<file path="src/rtl/apb_master_bridge.sv">
// apb_master_bridge: single-outstanding command-to-APB master (IDLE/SETUP/ACCESS) with wait timeout.
// Rev 1.0
`default_nettype none

module apb_master_bridge #(
  parameter int unsigned TIMEOUT = 16
) (
  input  logic        pclk,
  input  logic        prst_n,
  input  logic        cmd_valid,
  output logic        cmd_ready,
  input  logic        cmd_write,
  input  logic [31:0] cmd_addr,
  input  logic [31:0] cmd_wdata,
  output logic        rsp_valid,
  output logic [31:0] rsp_rdata,
  output logic        rsp_err,
  output logic        rsp_timeout,
  output logic        psel,
  output logic        penable,
  output logic        pwrite,
  output logic [31:0] paddr,
  output logic [31:0] pwdata,
  input  logic        pready,
  input  logic [31:0] prdata,
  input  logic        pslverr
);

  typedef enum logic [1:0] {
    S_IDLE   = 2'd0,
    S_SETUP  = 2'd1,
    S_ACCESS = 2'd2
  } state_t;

  localparam logic [4:0] C_TIMEOUT = 5'(TIMEOUT);

  state_t      state_q;
  logic        psel_q, penable_q, pwrite_q;
  logic [31:0] paddr_q, pwdata_q;
  logic        rsp_valid_q, rsp_err_q, rsp_timeout_q;
  logic [31:0] rsp_rdata_q;
  logic [4:0]  wait_cnt_q;
  logic [4:0]  wait_cnt_d;

  assign wait_cnt_d = wait_cnt_q + 5'd1;
  assign cmd_ready  = (state_q == S_IDLE);

  always_ff @(posedge pclk or negedge prst_n) begin
    if (!prst_n) begin
      state_q       <= S_IDLE;
      psel_q        <= 1'b0;
      penable_q     <= 1'b0;
      pwrite_q      <= 1'b0;
      paddr_q       <= 32'd0;
      pwdata_q      <= 32'd0;
      rsp_valid_q   <= 1'b0;
      rsp_err_q     <= 1'b0;
      rsp_timeout_q <= 1'b0;
      rsp_rdata_q   <= 32'd0;
      wait_cnt_q    <= 5'd0;
    end else begin
      rsp_valid_q <= 1'b0;
      case (state_q)
        S_IDLE: begin
          if (cmd_valid) begin
            pwrite_q <= cmd_write;
            paddr_q  <= cmd_addr;
            pwdata_q <= cmd_wdata;
            psel_q   <= 1'b1;
            state_q  <= S_SETUP;
          end
        end
        S_SETUP: begin
          penable_q  <= 1'b1;
          wait_cnt_q <= 5'd0;
          state_q    <= S_ACCESS;
        end
        S_ACCESS: begin
          // A ready slave wins even on the edge that would otherwise time out.
          if (pready) begin
            psel_q        <= 1'b0;
            penable_q     <= 1'b0;
            rsp_valid_q   <= 1'b1;
            rsp_err_q     <= pslverr;
            rsp_timeout_q <= 1'b0;
            rsp_rdata_q   <= pwrite_q ? 32'd0 : prdata;
            state_q       <= S_IDLE;
          end else if (wait_cnt_d == C_TIMEOUT) begin
            psel_q        <= 1'b0;
            penable_q     <= 1'b0;
            rsp_valid_q   <= 1'b1;
            rsp_err_q     <= 1'b1;
            rsp_timeout_q <= 1'b1;
            rsp_rdata_q   <= 32'd0;
            wait_cnt_q    <= wait_cnt_d;
            state_q       <= S_IDLE;
          end else begin
            wait_cnt_q <= wait_cnt_d;
          end
        end
        default: begin
          psel_q    <= 1'b0;
          penable_q <= 1'b0;
          state_q   <= S_IDLE;
        end
      endcase
    end
  end

  assign psel        = psel_q;
  assign penable     = penable_q;
  assign pwrite      = pwrite_q;
  assign paddr       = paddr_q;
  assign pwdata      = pwdata_q;
  assign rsp_valid   = rsp_valid_q;
  assign rsp_err     = rsp_err_q;
  assign rsp_timeout = rsp_timeout_q;
  assign rsp_rdata   = rsp_rdata_q;

endmodule

`default_nettype wire

</file>
<file path="config.mk">
export PLATFORM = sky130hd
export DESIGN_NAME = apb_master_bridge
export DESIGN_NICKNAME = d
export VERILOG_FILES = /design/src/rtl/apb_master_bridge.sv
export SDC_FILE = /design/constraint.sdc
export NUM_CORES = 1
export LEC_CHECK = 0
export CORE_MARGIN = 1
export CORE_UTILIZATION = 40
export CTS_CLUSTER_SIZE = 8
export DETAILED_ROUTE_END_ITERATION = 6
export PLACE_DENSITY = 0.82
export SLEW_MARGIN = 10
export SYNTH_ARGS = -nofsm -noshare
export SYNTH_HDL_FRONTEND = slang
export SYNTH_SLANG_ARGS = --single-unit
export TNS_END_PERCENT = 1
</file>
<file path="constraint.sdc">
create_clock -name pclk -period 2.2 [get_ports pclk]
set_input_delay 0.44 -clock pclk [delete_from_list [all_inputs] [get_ports pclk]]
set_output_delay 0.44 -clock pclk [all_outputs]
set_load 0.1 [all_outputs]
</file>
==> impl_metrics.csv <==
group,metric,value,unit
clocking,clock_insertion_delay_worst_skew,0.36,ns
finish,drive_above_1_share,40.57,%
setup_path,slowest_delay,0.54,ns
global_route,grt_pass1_wl,16.35,mm
yosys,synth_cell_types,28,
finish,num_antenna_cells,0,
placed_design,gp_congestion,0.7604,
finish,final_common_cell,"buf_4",
yosys,synth-seq-area-share,64.80,%
global_route,globalRouteTotalUtil,18.73,%
yosys,synth_area,4209,sq um
setup_path,cp_slowest_cell,"dfrtp_1",
clocking,cts_resized,0,
floorplanning,core_area,10280,sq um
min_path,min_path_type,"in2async",
clocking,cts_tree,"done",
drt,via_per_inst,5.069,
drt,first_pass_iters,4,
placed_design,io_buffers,204,
setup_path,path_class,"reg2reg",
yosys,yosys_warnings,0,
floorplanning,ioPinCount,205,
finish,layout_common_cells,"buf_4, dfrtp_1, clkdlybuf4s50_1",
sta,slew_headroom,66.85,%
setup_path,worstPathMaxFanout,33,
sta,worst_pin_slew,0.4973,ns
floorplanning,die-area,10940,sq um
placed_design,post-dp-hpwl,7.614,mm
clocking,htree_levels,3,
drt,drt-total-wl,10.25,mm
clocking,clk_path_buf_depth,2,
floorplanning,fp-row-count,37,
clocking,postCtsSetupBuffers,0,
outcome,outcome,"finished clean",
floorplanning,die_w,104.6,microns
finish,area_delta_synth_final,50.54,%
sta,skew,0.01451,ns
drt,drc,0,
drt,wl_per_cell,16.43,microns
sta,fin_crit_sh,83.59,%
global_route,grt_max_degree,59,
floorplanning,dieHeight,104.6,microns
yosys,synth_seq_cells,109,
finish,fill_cells,825,
drt,vias,3163,
sta,setup_tns,0,ns
setup_path,worstPathRequired,2.44,ns
setup_path,startpoint_type,"flip-flop",
global_route,grt_pass1_vias,3288,
sta,min_period,1.839,ns
yosys,async_flop_share,100.0,%
clocking,clock_sinks,109,
clocking,hold_buffers,1,
sta,rsz0062_at_grt,"false",
yosys,avgSynthCellArea,15.20,sq um
global_route,antenna_found_initial,0,
flow_run,cap_viol_max_count,0,
clocking,cts_made_buffers,9,
finish,num-nets-final,587,
yosys,syn_nets,380,
setup_path,crit_chain,"nand2b_1, or3_1, buf_4, a32o_1",
sta,fmax,543.8,MHz
setup_path,arrival,2.08,ns
sta,setup_violations,0,
setup_path,end_kind,"flip-flop",
global_route,gr-total-overflow,0,
yosys,synth-edff-count,0,
clocking,clkTransAtPathRegs,0.11,ns
yosys,syn-instance-count,277,
floorplanning,initial_core_util,40.95,%
sta,report.final.slew_viol_count,0,
sta,final-hold-violation-count,0,
yosys,synthFlopType,"dfrtp_1",
drt,ant_nets,0,
clocking,root_buffer,"clkbuf_8",
drt,dr.first_iter.drc_count,140,
-- through the flow --
step	utilization, %	instances	hold WS, ns	setup WS [ns]	instance area (sq um)
6_report	61.65	624	0.4554	0.3610	6336
5_1_grt	61.65	624	0.4586	0.2725	6336
4_1_cts	61.65	624	0.4334	0.3590	6336
3_5_place_dp	59.87	608	0.2973	0.3184	6153
3_3_place_gp	59.87	608	0.2963	0.3732	6153
2_1_floorplan	-	277	0.1444	0.06113	4217
-- synth_stat cells, types with 2 or more instances --
cell	number	area, sq um
nor3_1	2	10.01
buf_6	7	78.83
dfrtp_1	109	2728
a32o_1	32	320.3
nor2b_1	3	18.77
nor2_1	7	26.28
mux2_2	65	732.0
o21ai_0	7	35.03
o211ai_1	2	15.01
clkbuf_1	4	15.01
nand2_1	7	26.28
nand4b_1	2	17.52
buf_2	9	45.04
a21oi_1	5	25.02
a22oi_1	2	15.01
and2_1	2	12.51
-- final timing paths --
| kind | start | to | slack (ns) | cells past startpoint |
|---|---|---|---|---|
| setup / recovery | state_q[0] | rsp_rdata[25] | 0.36 | 4 |
| hold / removal | prst_n | wait_cnt_q[3] | 0.46 | 2 |
| setup reg to reg | state_q[0] | rsp_rdata[25] | 0.36 | 4 |
| hold reg to reg | paddr[31] | paddr[31] | 0.51 | 1 |
| max in group asynchronous | prst_n | paddr[8] | 1.00 | 3 |
| min in group pclk | paddr[31] | paddr[31] | 0.51 | 1 |
-- worst max-delay path: cells and delay by family, from the launching register on --
family | cells | cell delay (ns)
and+or+nand+nor | 2 | 0.63
AOI/OAI and AO/OA | 1 | 0.31
DFF | 1 | 0.54
buffers and inverters | 1 | 0.24
-- per-layer routing --
metal	share of wire [%]	track usage, %	vias to the layer above
met2	50	31.46	150
met4	2.0	7.344	0
met1	40	23.21	1555
met3	7.7	4.741	19
met5	0	0	-
li1	-	-	1439
-- flip-flops by register name, indices dropped and copies added, names as in the netlist --
signal,cells
rsp_timeout,1
pwdata,32
rsp_rdata,32
rsp_err,1
psel,1
wait_cnt_q,5
penable,1
paddr,32
state_q,2
rsp_valid,1
pwrite,1
-- area by class of cell --
type	count	area, sq um	area share, %
repair buffers	216	1912	30.17
clock buffers	9	123.9	1.955
clock inverters	6	48.80	0.7701
well taps	136	170.2	2.686
inverters	2	7.507	0.1185
multi-input cells	146	1346	21.25
flip-flops and latches	109	2728	43.05
-- cells by family (layout without fill, tap and decap cells) --
group,after synthesis,in the layout,synth area share (%)
multiplexers,66,66,17.63
adder cells (fa/ha/maj),1,1,0.2972
AND/OR/NAND/NOR,27,27,3.300
buffers and inverters,22,233,3.478
flip-flops,109,109,64.80
AO/OA/AOI/OAI,52,52,10.49
Power is left out: the tool's default activity adds up to more than one toggle a clock period on the data nets, which glitch-free logic cannot reach.
